[src/rtl/heading_move_tracker.sv]
// heading_move_tracker
// Executes single-cell moves on a bounded GRID_W x GRID_H grid, driven by the
// 4-bit heading code from the upstream heading state machine. Each request
// accepted in IDLE is closed by exactly one move_ack pulse. A legal move
// spends MOVE_CYCLES cycles in MOVE before the position updates. Blocked
// moves (grid edge) and illegal codes (> 3) acknowledge on the next cycle
// and change nothing.
//
// Ports
//   CLK        : clock, rising edge
//   nRESET     : synchronous reset, active high (1 = reset)
//   heading    : 0 north(+y), 1 west(-x), 2 east(+x), 3 south(-y), 4..15 illegal
//   move_req   : move request level, sampled in IDLE only
//   move_ack   : one-cycle pulse closing every accepted request
//   busy       : high while a legal move is in progress
//   pos_x      : current X cell
//   pos_y      : current Y cell
//   blocked    : pulse alongside move_ack when the move would leave the grid
//   illegal    : pulse alongside move_ack when heading > 3
//   move_count : completed legal moves, saturating at all-ones
module heading_move_tracker #(
  parameter int GRID_W      = 16,
  parameter int GRID_H      = 16,
  parameter int XW          = 4,
  parameter int YW          = 4,
  parameter int MOVE_CYCLES = 4,
  parameter int CNT_W       = 16
) (
  input  logic             CLK,
  input  logic             nRESET,
  input  logic [3:0]       heading,
  input  logic             move_req,
  output logic             move_ack,
  output logic             busy,
  output logic [XW-1:0]    pos_x,
  output logic [YW-1:0]    pos_y,
  output logic             blocked,
  output logic             illegal,
  output logic [CNT_W-1:0] move_count
);

  typedef enum logic [1:0] {
    S_IDLE = 2'd0,
    S_MOVE = 2'd1,
    S_DONE = 2'd2
  } state_t;

  localparam int              TW         = (MOVE_CYCLES > 1) ? $clog2(MOVE_CYCLES) : 1;
  localparam logic [TW-1:0]   TIMER_LOAD = TW'(MOVE_CYCLES - 1);
  localparam logic [XW-1:0]   X_MAX      = XW'(GRID_W - 1);
  localparam logic [YW-1:0]   Y_MAX      = YW'(GRID_H - 1);

  state_t           r_state;
  state_t           w_state_next;
  logic [1:0]       r_dir;
  logic [TW-1:0]    r_timer;
  logic [XW-1:0]    r_pos_x;
  logic [YW-1:0]    r_pos_y;
  logic [CNT_W-1:0] r_count;
  logic             r_busy;
  logic             r_ack;
  logic             r_blocked;
  logic             r_illegal;

  logic             w_accept;
  logic             w_is_illegal;
  logic             w_at_edge;
  logic             w_timer_done;
  logic             w_blocked_next;
  logic             w_illegal_next;

  assign w_accept     = (r_state == S_IDLE) && move_req;
  assign w_is_illegal = (heading > 4'd3);
  assign w_timer_done = (r_timer == '0);

  // Edge test uses the live heading: it only matters at the acceptance edge,
  // which is also where the heading is latched.
  always_comb begin
    case (heading[1:0])
      2'd0:    w_at_edge = (r_pos_y == Y_MAX);
      2'd1:    w_at_edge = (r_pos_x == '0);
      2'd2:    w_at_edge = (r_pos_x == X_MAX);
      default: w_at_edge = (r_pos_y == '0);
    endcase
  end

  always_comb begin
    // NOTE: every signal gets a default before the case so no path leaves it
    // unassigned, which would otherwise infer a latch.
    w_state_next   = r_state;
    w_blocked_next = 1'b0;
    w_illegal_next = 1'b0;
    case (r_state)
      S_IDLE: begin
        if (move_req) begin
          if (w_is_illegal) begin
            w_state_next   = S_DONE;
            w_illegal_next = 1'b1;
          end else if (w_at_edge) begin
            w_state_next   = S_DONE;
            w_blocked_next = 1'b1;
          end else begin
            w_state_next   = S_MOVE;
          end
        end
      end
      S_MOVE: begin
        if (w_timer_done) w_state_next = S_DONE;
      end
      S_DONE:  w_state_next = S_IDLE;
      default: w_state_next = S_IDLE;
    endcase
  end

  // Flag outputs are registered from the next-state decode so they line up
  // exactly with the cycle spent in each state.
  always_ff @(posedge CLK) begin
    // NOTE: sequential state uses non-blocking assignments so every register
    // samples the pre-edge values, independent of statement order.
    if (nRESET) begin
      r_state   <= S_IDLE;
      r_dir     <= 2'd0;
      r_timer   <= '0;
      r_pos_x   <= '0;
      r_pos_y   <= '0;
      r_count   <= '0;
      r_busy    <= 1'b0;
      r_ack     <= 1'b0;
      r_blocked <= 1'b0;
      r_illegal <= 1'b0;
    end else begin
      r_state   <= w_state_next;
      r_busy    <= (w_state_next == S_MOVE);
      r_ack     <= (w_state_next == S_DONE);
      r_blocked <= w_blocked_next;
      r_illegal <= w_illegal_next;

      if (w_accept) begin
        r_dir   <= heading[1:0];
        r_timer <= TIMER_LOAD;
      end else if ((r_state == S_MOVE) && !w_timer_done) begin
        r_timer <= r_timer - TW'(1);
      end

      // Bounds were checked at acceptance, so the step here cannot wrap.
      if ((r_state == S_MOVE) && w_timer_done) begin
        case (r_dir)
          2'd0:    r_pos_y <= r_pos_y + YW'(1);
          2'd1:    r_pos_x <= r_pos_x - XW'(1);
          2'd2:    r_pos_x <= r_pos_x + XW'(1);
          default: r_pos_y <= r_pos_y - YW'(1);
        endcase
        if (r_count != '1) r_count <= r_count + CNT_W'(1);
      end
    end
  end

  assign move_ack   = r_ack;
  assign busy       = r_busy;
  assign pos_x      = r_pos_x;
  assign pos_y      = r_pos_y;
  assign blocked    = r_blocked;
  assign illegal    = r_illegal;
  assign move_count = r_count;

endmodule

[config.mk]
export PLATFORM = sky130hd
export DESIGN_NAME = heading_move_tracker
export DESIGN_NICKNAME = d
export VERILOG_FILES = /design/src/rtl/heading_move_tracker.sv
export SDC_FILE = /design/constraint.sdc
export NUM_CORES = 1
export LEC_CHECK = 0
export ABC_CLOCK_PERIOD_IN_PS = 4650
export BUFFER_PORTS_ARGS = -buffer_cell sky130_fd_sc_hd__buf_4
export CORE_MARGIN = 1.5
export CORE_UTILIZATION = 28
export CTS_CLUSTER_DIAMETER = 100
export DETAILED_ROUTE_END_ITERATION = 8
export SYNTH_ARGS = -nofsm -noshare
export SYNTH_HDL_FRONTEND = slang
export SYNTH_SLANG_ARGS = --single-unit
[constraint.sdc]
create_clock -name CLK -period 4.65 [get_ports CLK]
set_clock_uncertainty 0.2 [all_clocks]
set_input_delay 1.395 -clock CLK [delete_from_list [all_inputs] [get_ports CLK]]
set_output_delay 1.395 -clock CLK [all_outputs]
set_load 0.02 [all_outputs]
Word-level counts from Yosys, hierarchy flattened
Index checks and enable logic that the tools add are counted.
Widths: inputs -> output; s select.
{"block": "op_classes", "addsub": 6, "magnitude_cmp": 1, "eq_ne": 10, "muxes": 12, "bitwise_logic": 3, "reduce_logical": 18}
{"op": "$add 16x1->16 const B", "count": 1}
{"op": "$ne 16x16->1 const B", "count": 1}
{"op": "$pmux 4 s2", "count": 2}
{"op": "$mux 2", "count": 6}
{"op": "$add 4x1->4 const B", "count": 2}
{"op": "$eq 2x1->1 const B", "count": 4}
{"op": "$eq 4x4->1 const B", "count": 2}
{"op": "$logic_not 2->1", "count": 4}
{"op": "$logic_not 4->1", "count": 2}
{"op": "$sub 4x1->4 const B", "count": 2}
{"op": "$eq 2x2->1 const B", "count": 3}
{"op": "$reduce_and 2->1", "count": 3}
{"op": "$gt 4x2->1 const B", "count": 1}
{"op": "$pmux 2 s2", "count": 1}
{"op": "$reduce_bool 2->1", "count": 2}
{"op": "$reduce_or 4->1", "count": 1}
{"op": "$logic_and 1x1->1", "count": 3}
{"op": "$not 1->1", "count": 3}
{"op": "$pmux 1 s3", "count": 1}
{"op": "$reduce_or 3->1", "count": 1}
{"op": "$mux 1", "count": 2}
{"op": "$reduce_or 2->1", "count": 1}
{"op": "$sub 2x1->2 const B", "count": 1}
{"op": "$logic_not 1->1", "count": 1}
{"block": "word_totals", "ff_bits": 34, "input_bits": 7, "out_inout_bits": 28}

Longest topological paths before layout
Gate-level depths: netlist (run 1).
{"block": "logic_depth", "depth_word": 7, "depth_mapped": 8, "ltp_nobuf": 8}

Worst setup path after synthesis (run 1)
Ideal clock, no wire load.
{"block": "synth_path", "path_kind": "input -> register", "start": "input port heading[1]", "end": "register r_busy, in the netlist busy", "setup_ns": 0.117, "arrival_ns": 2.340, "t_required_ns": 4.333, "path_slack_ns": 1.992, "stages": 4, "path_buffers": 0, "path_cell_list": "or4_1 o22ai_1 a311oi_1 a32o_1"}
{"block": "synth_via", "elab_chain_cells": 7}
{"element": "from (decl)", "line": "31", "source": "input logic [3:0] heading,"}
{"element": "$eq 2x2->1 (tied with other cells)", "line": "79", "source": "case (heading[1:0])"}
{"element": "$pmux 1 s3", "line": "79"}
{"element": "$mux 2", "line": "99", "source": "end else if (w_at_edge) begin"}
{"element": "$mux 2 *", "line": "96", "source": "if (w_is_illegal) begin"}
{"element": "$mux 2 *", "line": "95", "source": "if (move_req) begin"}
{"element": "$pmux 2 s2 *", "line": "93", "source": "case (r_state)"}
{"element": "$eq 2x1->1 *", "line": "133", "source": "r_busy <= (w_state_next == S_MOVE);"}
{"element": "to (signal assigned)", "line": "133"}
{"element": "to (decl)", "line": "60", "source": "logic r_busy;"}
Mark *: on every way between the ends. The rest lies on a longest branch, timed or not.
A chain may end at the register's enable or synchronous reset.

Final worst setup path (run 1)
{"block": "layout_path", "start": "register r_pos_x[0], in the netlist pos_x[0]", "end": "output port pos_x[0]"}
{"element": "from (decl)", "line": "57", "source": "logic [XW-1:0] r_pos_x;"}
{"element": "from (signal assigned)", "line": "149", "source": "2'd1: r_pos_x <= r_pos_x - XW'(1);"}
{"element": "from (signal assigned)", "line": "150", "source": "2'd2: r_pos_x <= r_pos_x + XW'(1);"}
{"element": "to (decl)", "line": "35", "source": "output logic [XW-1:0] pos_x,"}
No word-level cell between the ends.

==> results_dict.tcl, run 1 <==
set metrics [dict create \
    p_seq_share_pct 50.5 \
    num_vias 1682 \
    dpl-instance-area_um2 2130 \
    yosys.area.top_type "dfxtp_1" \
    clockBufferDepth 2 \
    die_height_um 83.3 \
    synthTopCellsByArea "dfxtp_1 38%, ha_1 5.5%, a21oi_1 4.7%" \
    max_freq_mhz 387 \
    p_leak_uw 0.000860 \
    clk_pin_slew_ps 80 \
    critPathTopFamily "flip-flops" \
    grt_pass1_wl_mm 7.22 \
    min_path_type "flip-flop to flip-flop" \
    fillerInstances 658 \
    drc 0 \
    finalCritPeriodShare_pct 55.6 \
    p_switching_uw 159 \
    cp-start-kind "flip-flop" \
    via_per_inst 5.18 \
    async_flop_share_pct 0 \
    synth_cell_types 45 \
    worst_setup_path_end_kind "output pin" \
    antenna_found_initial 0 \
    ctsResizeCount 0 \
    grt_max_degree 30 \
    coreArea_um2 6280 \
    p_int_uw 441 \
    area_growth_pct 23.3 \
    yosysSeqAreaShare_pct 37.7 \
    crit_arrival_ps 990 \
    design_area_um2 2230 \
    max_cap_violations 0 \
    cts_sinks 34 \
    ant_nets 0 \
    place_inst 316 \
    dp_slack_ps 1800 \
    tritoncts "yes" \
    wirelength_mm 4.32 \
    instances_no_fill 325 \
    cts_setup_buffers 0 \
    grt_overflow_total 0 \
    grt_pass1_vias 1513 \
    fin_setup_tns_ps 0 \
    synthesis.area_um2 1810 \
    register_area_um2 681 \
    gp_congestion 0.820 \
    irDropWorstVdd_v 0.000152 \
    synth_ff_type "dfxtp_1" \
    antennaDiodeCount 0 \
    drive_gt1_share_pct 19.0 \
    grt_usage_pct 12.9 \
    clkPwrFrac_pct 39.7 \
    worst_slew_pin_slew_ps 752 \
    fin_crit_ps 2580 \
    root_buffer "clkbuf_8" \
    num_rows 29 \
    firstDrtPassIters 4 \
    fin_ws_ps 2070 \
    p_sw_share_pct 26.5 \
    port_buffers 34 \
    dieWidth_um 83.3 \
    htreeDepth 2 \
    initial_core_util_pct 28.8 \
    finalSetupViolCount 0 \
    required_ps 3050 \
    hold_buffers 0 \
    mostFrequentLayoutCells "34 x dfxtp_1, 34 x buf_4, 19 x nor2_1, 17 x a21oi_1" \
    crit_chain "buf_4" \
    dieArea_um2 6940 \
    ys_seq_elements 34 \
    path_class "flip-flop to output pin" \
    cp_slowest_stage_delay_ps 490 \
    rsz0062_at_grt "no" \
    pin_count 35 \
    yosys_warnings 0 \
    clock_latency_ps 290 \
    multiInputGateArea_um2 1050 \
    avgSynthCellArea_um2 8.52 \
    slew_violations 0 \
    cp_slowest_cell "dfxtp_1" \
    outcome "finished clean" \
    wire_per_inst_um 13.3 \
    synth_nets 229 \
    synthCells 212 \
    crit_fanout 6 \
    hold_viol 0 \
    synth-edff-count 0 \
    cts_buffers 5 \
    netlist.area_leader.share_pct 37.7 \
    slew_headroom_pct 49.8 \
    path_buf_inv 1 \
    cellPowerDensity_nw_per_um2 269 \
    drt_iter0_drc 68 \
    finalNetCount 264 \
    comb_power_share_pct 9.8 \
    dp_hpwl_mm 3.11 \
]
-- worst register-to-register path, stage by stage (launching register included) --
cell	delay, ps
dfxtp_1	320
inv_1	70
ha_1	340
and3b_1	460
nand4_1	290
or4_1	520
a21oi_1	140
-- cells in the mapped netlist, drive strengths merged, types with 4 or more instances --
cell	number
a211oi	4
a21o	4
a21oi	17
clkbuf	4
dfxtp	34
ha	8
inv	12
nand2	12
nand3	11
nand4	7
nor2	19
nor3	6
nor3b	4
nor4	6
o21ai	8
o31ai	4
or3	10
-- layer usage --
layer	vias to the layer above	part of all wire (%)	GRT usage, %	routed length, µm
li1	859	-	-	-
met1	772	50	17.0	2180
met2	44	43	19.7	1850
met3	7	5.0	3.38	218
met4	0	1.7	5.91	75
met5	-	0	0	0
-- worst paths after layout --
| path | endpoint | depth (start not counted) | slack, ps | from |
|---|---|---|---|---|
| max | pos_x[0] | 1 | 2070 | pos_x[0] |
| min | r_timer[1] | 2 | 310 | r_timer[1] |
| max reg2reg | move_count[7] | 6 | 2240 | r_timer[1] |
| min reg2reg | r_timer[1] | 2 | 310 | r_timer[1] |
-- layout make-up --
type                       count  area share [%]
multi-input combinational    159            47.2
sequential                    34            30.5
timing repair buffer          35            11.7
tap                           77            4.32
clock buffer                   6            3.71
inverter                      12            2.02
clock inverter                 2           0.561
-- state kept, by name, summed over array words and instances (netlist names) --
name        count
blocked         1
busy            1
illegal         1
move_ack        1
move_count     16
pos_x           4
pos_y           4
r_dir           2
r_state         2
r_timer         2
-- power by group through the flow --
stage | Clock [µW] | Sequential (µW) | Combinational [µW]
global route | 255 | 304 | 66.0
global placement | 0 | 309 | 57.7
detailed placement | 0 | 309 | 59.1
CTS | 245 | 303 | 59.3
finish | 238 | 303 | 59.0
floorplan | 0 | 310 | 39.3
-- stage by stage --
stage          hold WS [ps]  total power (µW)  util, %
4_1_cts                 308               607     35.4
3_5_place_dp            298               369     33.9
6_report                305               600     35.5
5_1_grt                 328               624     35.5
3_3_place_gp            289               367     33.9
2_1_floorplan           278               350        -
-- logic make-up (layout without fill, tap and decap cells) --
| kind of cell | Yosys count | after routing | share of synthesized area, % |
|---|---|---|---|
| flip-flops | 34 | 34 | 37.7 |
| multiplexers | 4 | 4 | 2.35 |
| XOR/XNOR | 4 | 4 | 1.94 |
| AND/OR/NAND/NOR | 91 | 91 | 28.5 |
| buffers and inverters | 19 | 55 | 4.15 |
| AO/OA/AOI/OAI | 50 | 50 | 17.7 |
| adder cells (fa/ha/maj) | 10 | 10 | 7.76 |
Note: power is estimated with default switching activity, not from simulation.
==> run 2, diff against run 1 <==
--- a/config.mk
+++ b/config.mk
@@ -5,7 +5,7 @@
 export SDC_FILE = /design/constraint.sdc
 export NUM_CORES = 1
 export LEC_CHECK = 0
-export ABC_CLOCK_PERIOD_IN_PS = 4650
+export ABC_CLOCK_PERIOD_IN_PS = 2500
 export BUFFER_PORTS_ARGS = -buffer_cell sky130_fd_sc_hd__buf_4
 export CORE_MARGIN = 1.5
 export CORE_UTILIZATION = 28
==> constraint.sdc (replaced) <==
create_clock -name CLK -period 2.5 [get_ports CLK]
set_clock_uncertainty 0.2 [all_clocks]
set_input_delay 0.75 -clock CLK [delete_from_list [all_inputs] [get_ports CLK]]
set_output_delay 0.75 -clock CLK [all_outputs]
set_load 0.02 [all_outputs]
==> results_dict.tcl, run 2 (same netlist as run 1, synthesis figures left out) <==
set metrics [dict create \
    outcome "finished clean" \
    grt_pass1_vias 1552 \
    dieArea_um2 6940 \
    num_rows 29 \
    path_class "flip-flop to flip-flop" \
    port_buffers 34 \
    slew_headroom_pct 56.6 \
    ant_nets 0 \
    clockBufferDepth 2 \
    cts_buffers 5 \
    gp_congestion 0.809 \
    grt_pass1_wl_mm 7.42 \
    register_area_um2 681 \
    critPathCapture "pos_y[3]" \
    final_common_cell "buf_4" \
    htreeDepth 2 \
    cellPowerDensity_nw_per_um2 528 \
    instances_no_fill 327 \
    finalNetCount 267 \
    reg2reg_from "r_dir[0]" \
    finalSetupViolCount 0 \
    root_buffer "clkbuf_8" \
    dieWidth_um 83.3 \
    cp-start-kind "flip-flop" \
    num_vias 1690 \
    max_cap_violations 0 \
    fin_crit_ps 2280 \
    hold_buffers 0 \
    p_leak_uw 0.000887 \
    initial_core_util_pct 28.8 \
    worst_slew_pin_slew_ps 647 \
    mostFrequentLayoutCells "38 x buf_4, 34 x dfxtp_1, 19 x nor2_1, 17 x a21oi_1" \
    slew_violations 0 \
    cts_sinks 34 \
    coreArea_um2 6280 \
    wirelength_mm 4.30 \
    grt_max_degree 30 \
    place_inst 320 \
    min_path_type "flip-flop to flip-flop" \
    clock_latency_ps 280 \
    r2r_cells 8 \
    via_per_inst 5.17 \
    drive_gt1_share_pct 19.6 \
    hp-start "r_timer[1]" \
    fillerInstances 652 \
    wire_per_inst_um 13.1 \
    drt_iter0_drc 81 \
    ctsResizeCount 0 \
    worst_setup_path_end_kind "flip-flop" \
    multiInputGateArea_um2 1050 \
    grt_usage_pct 13.1 \
    antenna_found_initial 0 \
    crit_start "r_dir[0]" \
    tritoncts "yes" \
    firstDrtPassIters 4 \
    crit_fanout 3 \
    fin_setup_tns_ps 0 \
    antennaDiodeCount 0 \
    pin_count 35 \
    reg2reg_to "pos_y[3]" \
    required_ps 2520 \
    cts_setup_buffers 0 \
    grt_overflow_total 0 \
    rsz0062_at_grt "no" \
    drc 0 \
    hold_viol 0 \
    dp_hpwl_mm 3.11 \
    finalPower_uw 1200 \
    finalCritPeriodShare_pct 91.3 \
    area_growth_pct 25.7 \
    crit_arrival_ps 2310 \
    die_height_um 83.3 \
    largest_register_ffs 16 \
    irDropWorstVdd_v 0.000278 \
    max_freq_mhz 438 \
    clk_pin_slew_ps 70 \
    r2r_setup_slack_ps 220 \
]
[run 2: changes by cell type in the layout (fill, tap and decap cells not counted), sizes merged]
cell / change
clkbuf: -1
buf: +4
clkinv: -1
bufinv: +1
clkinvlp: -1
[run 2: worst min-delay path by stage]
stage | endpoint | slack (ps) | cells past startpoint
floorplan | r_timer[1] | 280 | 2
global placement | r_timer[1] | 290 | 2
detailed placement | r_timer[1] | 300 | 2
finish | r_timer[1] | 310 | 2
global route | r_timer[0] | 340 | 2
CTS | r_timer[1] | 310 | 2
[run 2: per-stage QoR]
step	area [µm²]	util, %	hold slack (ps)	setup WS [ps]
4_1_cts	2270	36.2	314	209
5_1_grt	2270	36.2	344	53.1
3_5_place_dp	2160	34.4	304	220
6_report	2270	36.2	310	218
3_3_place_gp	2160	34.4	288	268
2_1_floorplan	1810	-	278	329
[run 2: power by group]
part           internal [µW]  leakage [µW]  switching [µW]
Sequential               553      0.000275            10.0
Clock                    319     0.0000573             203
Combinational           49.9      0.000554            63.0
[run 2: cell type report]
| type | count | share of cell area [%] |
|---|---|---|
| Multi-Input combinational cell | 159 | 46.3 |
| Sequential cell | 34 | 30.0 |
| Timing Repair Buffer | 38 | 12.6 |
| Tap cell | 77 | 4.24 |
| Clock buffer | 6 | 3.64 |
| Inverter | 12 | 1.98 |
| Clock inverter | 1 | 1.32 |
[run 2: routing by layer]
| layer | GRT usage, % | vias to the layer above | part of all wire [%] |
|---|---|---|---|
| li1 | - | 864 | - |
| met1 | 17.6 | 782 | 50 |
| met2 | 19.7 | 42 | 44 |
| met3 | 4.97 | 2 | 5.3 |
| met4 | 3.48 | 0 | 0.37 |
| met5 | 0 | - | 0 |
[run 2: critical path, cell delays in order (launching register included)]
cell     delay [ps]
dfxtp_1         300
inv_1            90
ha_1            190
inv_1            90
ha_1            320
and3_1          200
or4b_1          520
a21o_1          190
a21oi_1         120
